--- src/rtl/logic_unit_pkg.sv ---
// logic_unit_pkg -- shared definitions for the NAND-built logic unit.
//   OP_W   : width of the operation select field
//   op_e   : operation encodings OP_AND .. OP_PASS
package logic_unit_pkg;

   localparam int OP_W = 3;

   typedef enum logic [OP_W-1:0] {
      OP_AND  = 3'd0,
      OP_OR   = 3'd1,
      OP_NOTA = 3'd2,
      OP_XOR  = 3'd3,
      OP_XNOR = 3'd4,
      OP_NAND = 3'd5,
      OP_NOR  = 3'd6,
      OP_PASS = 3'd7
   } op_e;

endpackage

--- src/rtl/nand2.sv ---
// nand2 -- single-bit 2-input NAND, the only gate primitive of the datapath.
//   a, b : inputs
//   y    : ~(a & b)
module nand2 (
   input  logic a,
   input  logic b,
   output logic y
);

   assign y = ~(a & b);

endmodule

--- src/rtl/logic_unit_pipe.sv ---
// logic_unit_pipe -- single-stage registered bitwise logic unit with
// valid/ready handshakes on both sides. Every operation is composed from
// nand2 gates, one gate network per bit.
//   clk, rst             : clock, synchronous active-high reset
//   in_valid / in_ready  : upstream handshake (in_ready = !out_valid || out_ready)
//   a, b, op             : operands and operation select (logic_unit_pkg::op_e)
//   out_valid/out_ready  : downstream handshake
//   result, zero         : registered result and result==0 flag
//   xfer_count           : wrapping count of completed output transfers
module logic_unit_pipe
   import logic_unit_pkg::*;
#(
   parameter int WIDTH = 8,
   parameter int CNT_W = 16
) (
   input  logic             clk,
   input  logic             rst,
   input  logic             in_valid,
   output logic             in_ready,
   input  logic [WIDTH-1:0] a,
   input  logic [WIDTH-1:0] b,
   input  logic [OP_W-1:0]  op,
   output logic             out_valid,
   input  logic             out_ready,
   output logic [WIDTH-1:0] result,
   output logic             zero,
   output logic [CNT_W-1:0] xfer_count
);

   // ---- stage p0: combinational NAND network and op select ----
   logic [WIDTH-1:0] n_ab, n_a, n_b, and_v, or_v, nor_v;
   logic [WIDTH-1:0] x_t1, x_t2, xor_v, xnor_v, pass_v;

   genvar gi;
   generate
      for (gi = 0; gi < WIDTH; gi++) begin : g_bit
         nand2 u_nab  (.a(a[gi]),     .b(b[gi]),     .y(n_ab[gi]));
         nand2 u_na   (.a(a[gi]),     .b(a[gi]),     .y(n_a[gi]));
         nand2 u_nb   (.a(b[gi]),     .b(b[gi]),     .y(n_b[gi]));
         nand2 u_and  (.a(n_ab[gi]),  .b(n_ab[gi]),  .y(and_v[gi]));
         // De Morgan: a | b = nand(~a, ~b)
         nand2 u_or   (.a(n_a[gi]),   .b(n_b[gi]),   .y(or_v[gi]));
         nand2 u_nor  (.a(or_v[gi]),  .b(or_v[gi]),  .y(nor_v[gi]));
         // Classic four-gate XOR sharing the nand(a,b) term
         nand2 u_xt1  (.a(a[gi]),     .b(n_ab[gi]),  .y(x_t1[gi]));
         nand2 u_xt2  (.a(b[gi]),     .b(n_ab[gi]),  .y(x_t2[gi]));
         nand2 u_xor  (.a(x_t1[gi]),  .b(x_t2[gi]),  .y(xor_v[gi]));
         nand2 u_xnor (.a(xor_v[gi]), .b(xor_v[gi]), .y(xnor_v[gi]));
         // Pass is a double inversion so it also flows through the gate network
         nand2 u_pass (.a(n_a[gi]),   .b(n_a[gi]),   .y(pass_v[gi]));
      end
   endgenerate

   logic [WIDTH-1:0] res_p0;
   logic             zero_p0;

   always_comb begin
      res_p0 = pass_v;
      case (op)
         OP_AND:  res_p0 = and_v;
         OP_OR:   res_p0 = or_v;
         OP_NOTA: res_p0 = n_a;
         OP_XOR:  res_p0 = xor_v;
         OP_XNOR: res_p0 = xnor_v;
         OP_NAND: res_p0 = n_ab;
         OP_NOR:  res_p0 = nor_v;
         OP_PASS: res_p0 = pass_v;
         default: res_p0 = pass_v;
      endcase
      zero_p0 = (res_p0 == '0);
   end

   // ---- stage p1: output register and handshake ----
   logic             vld_p1;
   logic [WIDTH-1:0] result_p1;
   logic             zero_p1;
   logic [CNT_W-1:0] cnt_p1;
   logic             in_xfer, out_xfer;

   assign in_ready = !vld_p1 || out_ready;
   assign in_xfer  = in_valid && in_ready;
   assign out_xfer = vld_p1 && out_ready;

   always_ff @(posedge clk) begin
      if (rst) begin
         vld_p1    <= 1'b0;
         result_p1 <= '0;
         zero_p1   <= 1'b1;
         cnt_p1    <= '0;
      end else begin
         if (out_xfer)
            cnt_p1 <= cnt_p1 + CNT_W'(1);
         // A new input wins over draining, so a simultaneous in/out keeps vld high
         if (in_xfer) begin
            vld_p1    <= 1'b1;
            result_p1 <= res_p0;
            zero_p1   <= zero_p0;
         end else if (out_xfer) begin
            vld_p1 <= 1'b0;
         end
      end
   end

   assign out_valid  = vld_p1;
   assign result     = result_p1;
   assign zero       = zero_p1;
   assign xfer_count = cnt_p1;

endmodule

--- config.mk ---
export PLATFORM = sky130hd
export DESIGN_NAME = logic_unit_pipe
export DESIGN_NICKNAME = d
export VERILOG_FILES = /design/src/rtl/logic_unit_pkg.sv /design/src/rtl/nand2.sv /design/src/rtl/logic_unit_pipe.sv
export SDC_FILE = /design/constraint.sdc
export NUM_CORES = 1
export LEC_CHECK = 0
export CORE_ASPECT_RATIO = 1.25
export CORE_MARGIN = 5
export CORE_UTILIZATION = 35
export DETAILED_ROUTE_END_ITERATION = 8
export SLEW_MARGIN = 20
export SYNTH_ARGS = -nofsm -noshare
export SYNTH_HDL_FRONTEND = slang
export SYNTH_SLANG_ARGS = --single-unit
--- constraint.sdc ---
create_clock -name clk -period 1.6 [get_ports clk]
set_input_delay 0.4 -clock clk [delete_from_list [all_inputs] [get_ports clk]]
set_output_delay 0.4 -clock clk [all_outputs]
set_load 0.02 [all_outputs]
==> out/qor.txt <==
CP endpoint kind -> flip-flop
WP data required -> 1810 ps
H-Tree Depth -> 1
DP HPWL -> 3.67 mm
placed cell areas -> 2800 um2
Initial Util -> 0.361
P&R area growth vs syn -> 51.4%
TritonRoute pass-1 iters -> 4
Die H -> 94.1 um
Die ar. -> 7270 um2
crit path time final -> 1550 ps
core area -> 5480 um2
First DRT Iteration DRCs -> 52
Lkg Pwr -> 1.42 nW
Worst-Skew Late Latency -> 270 ps
placer's final routability congestion estimate -> 0.829
IO Pins -> 50
final hold slack -> 496 ps
Slew Viols, Final -> 0
Worst Max-Slew Pin Slew -> 298 ps
worst min path class -> reg2reg
Peak VDD IR -> 0.000305 V
Routed WL per cell -> 12.5 um
max incr delay on CP -> 260 ps
ANT cells -> 0
Avg Inst Size Synth -> 7.99 um2
initial antenna violation count -> 0
Synth Register Bits -> 26
number of flops mapped to enable cells by yosys -> 0
total track usage -> 0.134
outcome -> finished, final reports clean
register area share after synthesis -> 0.263
core occupancy in the finished layout -> 0.547
largest net degree at the start of global routing -> 27
share of cells above drive strength 1 -> 0.264
Avg Vias per Cell -> 5.01
CTS root buffer -> clkbuf_8
CTS tree -> done
CP startpoint kind -> primary input
YS warnings -> 0
# Max-Cap Violations -> 0
Final Hold Vio Count -> 0
cells after synthesis -> 248
Cell variety after synth -> 50
Max Fclk -> 0.644 GHz
post-synth net total -> 288
GRT overflow -> 0
FF/Latch Area -> 522 um2
Critical-path top delay cell -> dlygate4sd2_1
footprint of the multi-input gates -> 1410 um2
clock skew -> 2.48 ps
Post-synth ARST share -> 0
DRC errors left -> 0
Clock Sinks -> 26
Worst-path clk slew -> 90 ps
vias in the first global route -> 1884
I/O Buffers -> 49
first-pass GRT wire length -> 8.29 mm
via count -> 1990
relative slew slack -> 0.800
Final Setup Violations -> 0
Fill cells -> 526
critical path peak fanout -> 7
Mapped Area -> 1980 um2
final WL -> 4.95 mm
Design Power -> 1.64 mW
die width -> 77.3 um
row count -> 30
Max clock buf depth -> 2
Arrival @ worst endpoint -> 1760 ps
final worst-path cycle share -> 0.971
post-route cell area -> 3000 um2
Setup CP Type -> in2reg
hold_buf cts -> 0
CP dominant cell by count -> buf_4
Synth Flop Type -> dfxtp_1
Post-DRT Antenna Nets -> 0
Final nets -> 374
Critical Path, Cell by Cell -> dlygate4sd2_1, buf_6, buf_4, buf_4, a21oi_2, o31ai_1, a22o_1, o21a_1, nor2_1
TritonCTS Buffers -> 3
power per cell area -> 548 nW/um2
## cells in the final DEF, fill, tap and decap left out, types with 7 or more instances in the layout
cell type | synthesis | routed
nand2_1 | 20 | 20
nor2b_1 | 8 | 8
o21ai_1 | 5 | 9
dfxtp_1 | 26 | 25
mux2i_1 | 7 | 7
inv_1 | 20 | 13
xor2_1 | 12 | 12
a21oi_1 | 11 | 10
nor2_1 | 32 | 32
nand3_1 | 9 | 9
ha_1 | 17 | 7
buf_4 | 2 | 35
dlygate4sd2_1 | 0 | 38
inv_2 | 1 | 8
## where the power goes
group / internal (mW) / leakage (nW) / switching, mW / total [mW]
Combinational: 0.271 / 1.18 / 0.261 / 0.532
Clock: 0.220 / 0.0288 / 0.203 / 0.423
Sequential: 0.670 / 0.212 / 0.0172 / 0.688
Total: 1.16 / 1.42 / 0.481 / 1.64
## layout make-up
cell class,count,area share
timing repair buffer,94,0.286
sequential,26,0.174
multi-input combinational,188,0.469
inverter,21,0.0263
tap,64,0.0267
clock buffer,4,0.0184
## worst max-delay path, delay by kind of cell
family                 cells  cell delay (ps)
AND/OR/NAND/NOR            1               90
AO/OA/AOI/OAI              4              580
buffers and inverters      4              690
## stage by stage
stage	worst slack, ps	setup TNS [ps]	std cells
global placement	-557	-7580	387
floorplan	24.6	0	248
global route	-22.3	-50.6	397
finish	47.1	0	397
CTS	10.2	0	397
detailed placement	-564	-7760	387
## flip-flops by register name, indices dropped and copies added, names as in the netlist
name,cells
xfer_count,16
result,8
out_valid,1
zero,1
## routing by layer
| metal | vias up | global-route usage | wire length [um] |
|---|---|---|---|
| met5 | - | 0 | 0 |
| met2 | 43 | 0.242 | 2450 |
| met1 | 902 | 0.161 | 2220 |
| met4 | 0 | 0.0487 | 67 |
| li1 | 1039 | - | - |
| met3 | 6 | 0.0144 | 214 |
## synthesized netlist by cell type, types with 2 or more instances
| cell | number | area (um2) |
|---|---|---|
| a211oi_1 | 4 | 30.0 |
| a21oi_1 | 11 | 55.1 |
| a221oi_2 | 2 | 30.0 |
| a22o_1 | 2 | 17.5 |
| buf_2 | 3 | 15.0 |
| buf_4 | 2 | 15.0 |
| buf_6 | 5 | 56.3 |
| clkbuf_1 | 3 | 11.3 |
| dfxtp_1 | 26 | 521 |
| ha_1 | 17 | 213 |
| inv_1 | 20 | 75.1 |
| mux2i_1 | 7 | 70.1 |
| nand2_1 | 20 | 75.1 |
| nand2b_1 | 3 | 18.8 |
| nand3_1 | 9 | 45.0 |
| nand4_1 | 5 | 31.3 |
| nor2_1 | 32 | 120 |
| nor2b_1 | 8 | 50.1 |
| nor3_1 | 2 | 10.0 |
| o211ai_1 | 3 | 22.5 |
| o21a_1 | 3 | 22.5 |
| o21ai_0 | 10 | 50.1 |
| o21ai_1 | 5 | 25.0 |
| o221ai_1 | 3 | 26.3 |
| o22ai_1 | 2 | 12.5 |
| o31ai_1 | 4 | 30.0 |
| or3_1 | 2 | 12.5 |
| xnor2_1 | 2 | 17.5 |
| xor2_1 | 12 | 105 |
## timing repair
action / CTS / global route
resized for setup: 68 / 23
buffers inserted: 3 / 0
hold endpoints to repair: 0 / 0
cloned: 3 / 0
pin swaps: 21 / 20
setup endpoints to repair: 41 / 8
## cell families after synthesis
| kind of cell | Yosys count | synth area share |
|---|---|---|
| compound gates | 60 | 0.215 |
| xor+xnor | 14 | 0.0619 |
| fa+ha+maj | 17 | 0.107 |
| buf+inv | 34 | 0.0891 |
| flops | 26 | 0.263 |
| mux | 7 | 0.0354 |
| simple gates | 90 | 0.229 |
## path summary, 6_finish.rpt
kind,start,end,slack [ps],depth (start not counted)
hold / removal,zero,zero,500,2
hold reg to reg,zero,zero,500,2
setup reg to reg,xfer_count[5],xfer_count[15],230,5
setup / recovery,op[2],result[7],50,9
(Power assumes the default switching activity.)
==> patch 1, RTL diff (same flow settings) <==
Make the reset (`rst`) asynchronous in one clocked block. Comments in the files are not updated.
--- a/src/rtl/logic_unit_pipe.sv
+++ b/src/rtl/logic_unit_pipe.sv
@@ -81,7 +81,7 @@
    assign in_xfer  = in_valid && in_ready;
    assign out_xfer = vld_p1 && out_ready;
 
-   always_ff @(posedge clk) begin
+   always_ff @(posedge clk or posedge rst) begin
       if (rst) begin
          vld_p1    <= 1'b0;
          result_p1 <= '0;
Check against the original RTL: differs if rst is asserted again (counterexample within 4 cycles, from zero or initial values and one cycle with rst high); with rst held inactive, the same outputs for 10 cycles.
==> patch 1 against the unedited design <==
The run now ends with setup timing left; clock skew increased by 0.0016 ns; cell area increased by 2.0%; area after synthesis decreased by 3.1%; clock power decreased by 12%; power increased by 35%; sequential cell count unchanged; routed wire length decreased by 7.4%; worst setup slack got worse by 0.29 ns; non-clock buffer count unchanged; highest routed layer unchanged.
==> patch 1: results <==
group,metric,value,unit
status,status,"complete, but fails checks",
placed_design,placed_cells,343,
global_route,met2_usage,23.6,%
power_and_ir_drop,p_int,1.43,mW
setup_path,crit_family,"multiplexers",
cells_and_area,drive_gt1_share,38.2,%
synthesis,synth_adder_area_share,11.1,%
route,dr_wl_met2,2310,um
synthesis,synth-main-ff-cell,"dfrtp_1",
synthesis,synthTopCellsByArea,"dfrtp_1 (33%), ha_1 (11%), xnor2_1 (5.9%)",
power_and_ir_drop,worst_ir_drop_vdd,0.326,mV
route,drt_iter0_drc,58,
setup_path,startpoint,"b[6]",
synthesis,synth_xor_xnor_area_share,6.84,%
setup_path,critPathMaxStageDelay,0.48,ns
power_and_ir_drop,p_leak,1.49,nW
sta,setup_tns,-0.239,ns
setup_path,cp_max_fo,2,
cells_and_area,layoutNonFillerInstCount,357,
global_route,grtUsageTotal,13.0,%
route,wl,4590,um
sta,clock_skew,0.00409,ns
placed_design,dp_slack,-0.952,ns
route,wl_met1,2030,um
sta,layout_setup_ws,-0.239,ns
status,violations,"setup timing",
cells_and_area,num-nets-final,334,
global_route,use_met3,1.95,%
cts,cts.repair.resized,121,
synthesis,yosysUniqueCellTypes,36,
synthesis,async_reset_ff_share,100,%
power_and_ir_drop,switchingPower,786,uW
setup_path,rr_startpoint,"out_valid$_DFFE_PP0P_",
power_and_ir_drop,powerSeq,883,uW
sta,setup_viol,1,
min_path,holdCritStartpoint,"xfer_count[15]$_DFFE_PP0P_",
global_route,grt_pass1_vias,1733,
global_route,grtUsageMet1,16.2,%
global_route,grt_pass1_wl,7880,um
==> patch 1: cell count changes after synthesis, moves of 6 or more <==
cell and change:
mux2_1 +6, dfxtp_1 -26, xor2_1 -10, dfrtp_1 +25, nor2b_1 -6, xnor2_1 +11
nor2_1 -24
==> patch 1: final cells by class <==
type	instances	area [um^2]	share of cell area, %
Multi-Input combinational cell	145	1340	43.8
Tap cell	64	80.1	2.62
Timing Repair Buffer	94	827	27.0
Inverter	24	113	3.68
Sequential cell	26	653	21.4
Clock buffer	4	45.0	1.47
==> patch 1: path summary, 6_finish.rpt <==
check                           cells past startpoint                         end  slack (ns)
worst max-delay path                                8            zero$_DFFE_PP1P_       -0.24
worst min-delay path                                1  xfer_count[15]$_DFFE_PP0P_        0.46
worst max register to register                      6            zero$_DFFE_PP1P_        0.07
worst min register to register                      1  xfer_count[15]$_DFFE_PP0P_        0.46
max in group asynchronous                           3            zero$_DFFE_PP1P_        0.82
min in group asynchronous                           3   xfer_count[3]$_DFFE_PP0P_        0.48
==> patch 2, RTL diff (same settings) <==
Without the edit above. Set the parameter `CNT_W` to 32 (it was 16).
--- a/src/rtl/logic_unit_pipe.sv
+++ b/src/rtl/logic_unit_pipe.sv
@@ -11,7 +11,7 @@
    import logic_unit_pkg::*;
 #(
    parameter int WIDTH = 8,
-   parameter int CNT_W = 16
+   parameter int CNT_W = 32
 ) (
    input  logic             clk,
    input  logic             rst,
Ports: changed (resized xfer_count); port bits go from 50 to 66. The function was not compared with the original's and may differ.
==> patch 2 against the unedited design <==
The run now ends with setup timing left; hold slack lost 0.0023 ns; power up 60%; clock skew up 0.0086 ns; area after synthesis rose by 35%; fmax decreased by 15%; cell count is 50% higher; routed wire length rose by 74%; worst setup slack lost 0.28 ns; cell area rose by 60%; critical path depth decreased by 4; combinational power grew 35%; first-iteration DRC count rose by 65%; sequential cell count is 16 higher; largest cell class unchanged; largest power group unchanged.
==> patch 2: results <==
group,metric,value,unit
status,status,"complete, but fails checks",
status,violations,"setup timing",
synthesis,yosys_warnings,0,
synthesis,yosysUniqueCellTypes,46,
synthesis,synthTopCellsByArea,"dfxtp_1 (31%), ha_1 (7.9%), nor2_1 (6.6%)",
cts,clk_pin_slew,0.08,ns
cells_and_area,final_area,4810,um^2
sta,worst_pin_slew,0.405,ns
placed_design,gp_congestion,0.865,
cells_and_area,num-nets-final,544,
min_path,hold_path_class,"reg -> reg",
placed_design,port_buffers,65,
setup_path,critPathArrivalTime,2.05,ns
route,drt_iter0_drc,86,
global_route,grt_pass1_vias,2916,
cells_and_area,num-fill-cells,648,
route,firstDrtPassIters,4,
global_route,grt_pass1_wl,12900,um
cells_and_area,diodes,0,
sta,setup_viol,19,
global_route,grt_start_max_net_pins,33,
setup_path,crit_family,"simple AND/OR/NAND/NOR gates",
cells_and_area,largest_reg_flops,32,
synthesis,async_reset_ff_share,0,%
synthesis,syn_nets,380,
setup_path,critPathMaxStageDelay,0.60,ns
route,postRouteAntennaNets,0,
setup_path,cp_max_fo,5,
cts,clock_latency,0.29,ns
cells_and_area,drive_gt1_share,45.9,%
sta,layout_setup_ws,-0.229,ns
placed_design,post_dp_cell_area,4210,um^2
cts,clockBufferDepth,2,
cts,cts_buffers,5,
cts,root_buffer,"clkbuf_8",
placed_design,dp_hpwl,5740,um
setup_path,critPathSlowestCell,"or4b_4",
route,wire_per_inst,14.5,um
sta,clock_skew,0.0111,ns
cts,htree_levels,2,
synthesis,synth-edff-count,0,
power_and_ir_drop,p_leak,2.23,nW
power_and_ir_drop,worst_ir_drop_vdd,0.350,mV
synthesis,synth_seq_area_share,31.4,%
synthesis,synthTopCellsByCount,"nor2_1 (47), dfxtp_1 (42), inv_1 (26)",
global_route,antenna_found_initial,0,
global_route,grtUsageTotal,16.6,%
route,vias_per_cell,5.10,
patch 2: changes by cell type after synthesis, sizes merged, moves of 7 or more:
cell    before  now
dfxtp       26   42
nor2        32   47
clkbuf       3   15
xnor2        2   12
a21oi       11   18
and3         2    9
buf         10    3
nand3       10   17
patch 2: per-layer routing:
layer | up-vias | track usage, % | wire length, um
met5 | - | 0 | 0
met1 | 1437 | 19.3 | 3480
met4 | 0 | 5.94 | 161
met2 | 81 | 30.3 | 4600
li1 | 1509 | - | -
met3 | 15 | 2.22 | 400
patch 2: power breakdown:
group | internal, mW | switching, mW
clock network | 0.466 | 0.368
registers | 1.05 | 0.0160
logic | 0.371 | 0.346
total | 1.89 | 0.730
patch 2: logic make-up (layout without fill, tap and decap cells):
logic type | Yosys count | in the layout | share of synthesized area (%)
xor gates and xnor gates | 28 | 28 | 9.16
muxes | 7 | 7 | 2.66
adders and majority gates | 17 | 17 | 7.94
AOI/OAI and AO/OA | 65 | 65 | 15.7
buffers and inverters | 45 | 209 | 6.68
DFF | 42 | 42 | 31.4
and+or+nand+nor | 136 | 137 | 26.4
patch 2: final cells by class:
cell class / count / area share, %
inverters: 27 / 2.24
multi-input cells: 254 / 43.3
clock buffers: 6 / 1.51
well taps: 92 / 2.39
flip-flops and latches: 42 / 18.3
clock inverters: 2 / 0.780
repair buffers: 174 / 31.5
patch 2: worst min-delay path: cells and delay by family (launching register included):
kind               cells  cell delay (ns)
DFF                    1             0.33
and+or+nand+nor        1             0.06
AOI/OAI and AO/OA      1             0.06
patch 2: final timing paths:
| kind | start | cells past startpoint | to | slack (ns) |
|---|---|---|---|---|
| worst min register to register | result[1]$_SDFFE_PP0P_ | 2 | result[1]$_SDFFE_PP0P_ | 0.49 |
| worst min-delay path | result[1]$_SDFFE_PP0P_ | 2 | result[1]$_SDFFE_PP0P_ | 0.49 |
| worst max register to register | xfer_count[8]$_SDFFE_PP0P_ | 5 | xfer_count[23]$_SDFFE_PP0P_ | -0.23 |
| worst max-delay path | xfer_count[8]$_SDFFE_PP0P_ | 5 | xfer_count[23]$_SDFFE_PP0P_ | -0.23 |
patch 2: timing repair:
action | 4_1_cts | 5_1_grt
pin swaps | 31 | 41
gates cloned | 4 | 0
setup endpoints to repair | 73 | 27
buffers inserted | 9 | 10
resized for setup | 137 | 73
hold buffers | 0 | 0
patch 2: metrics by stage:
step	setup TNS [ns]	setup slack [ns]	cells	total power, mW
floorplan	-1.98	-0.282	340	1.40
global placement	-19.36	-0.742	569	1.67
detailed placement	-19.74	-0.745	569	1.68
CTS	-2.25	-0.265	590	2.57
global route	-3.83	-0.294	597	2.74
finish	-2.33	-0.229	597	2.62
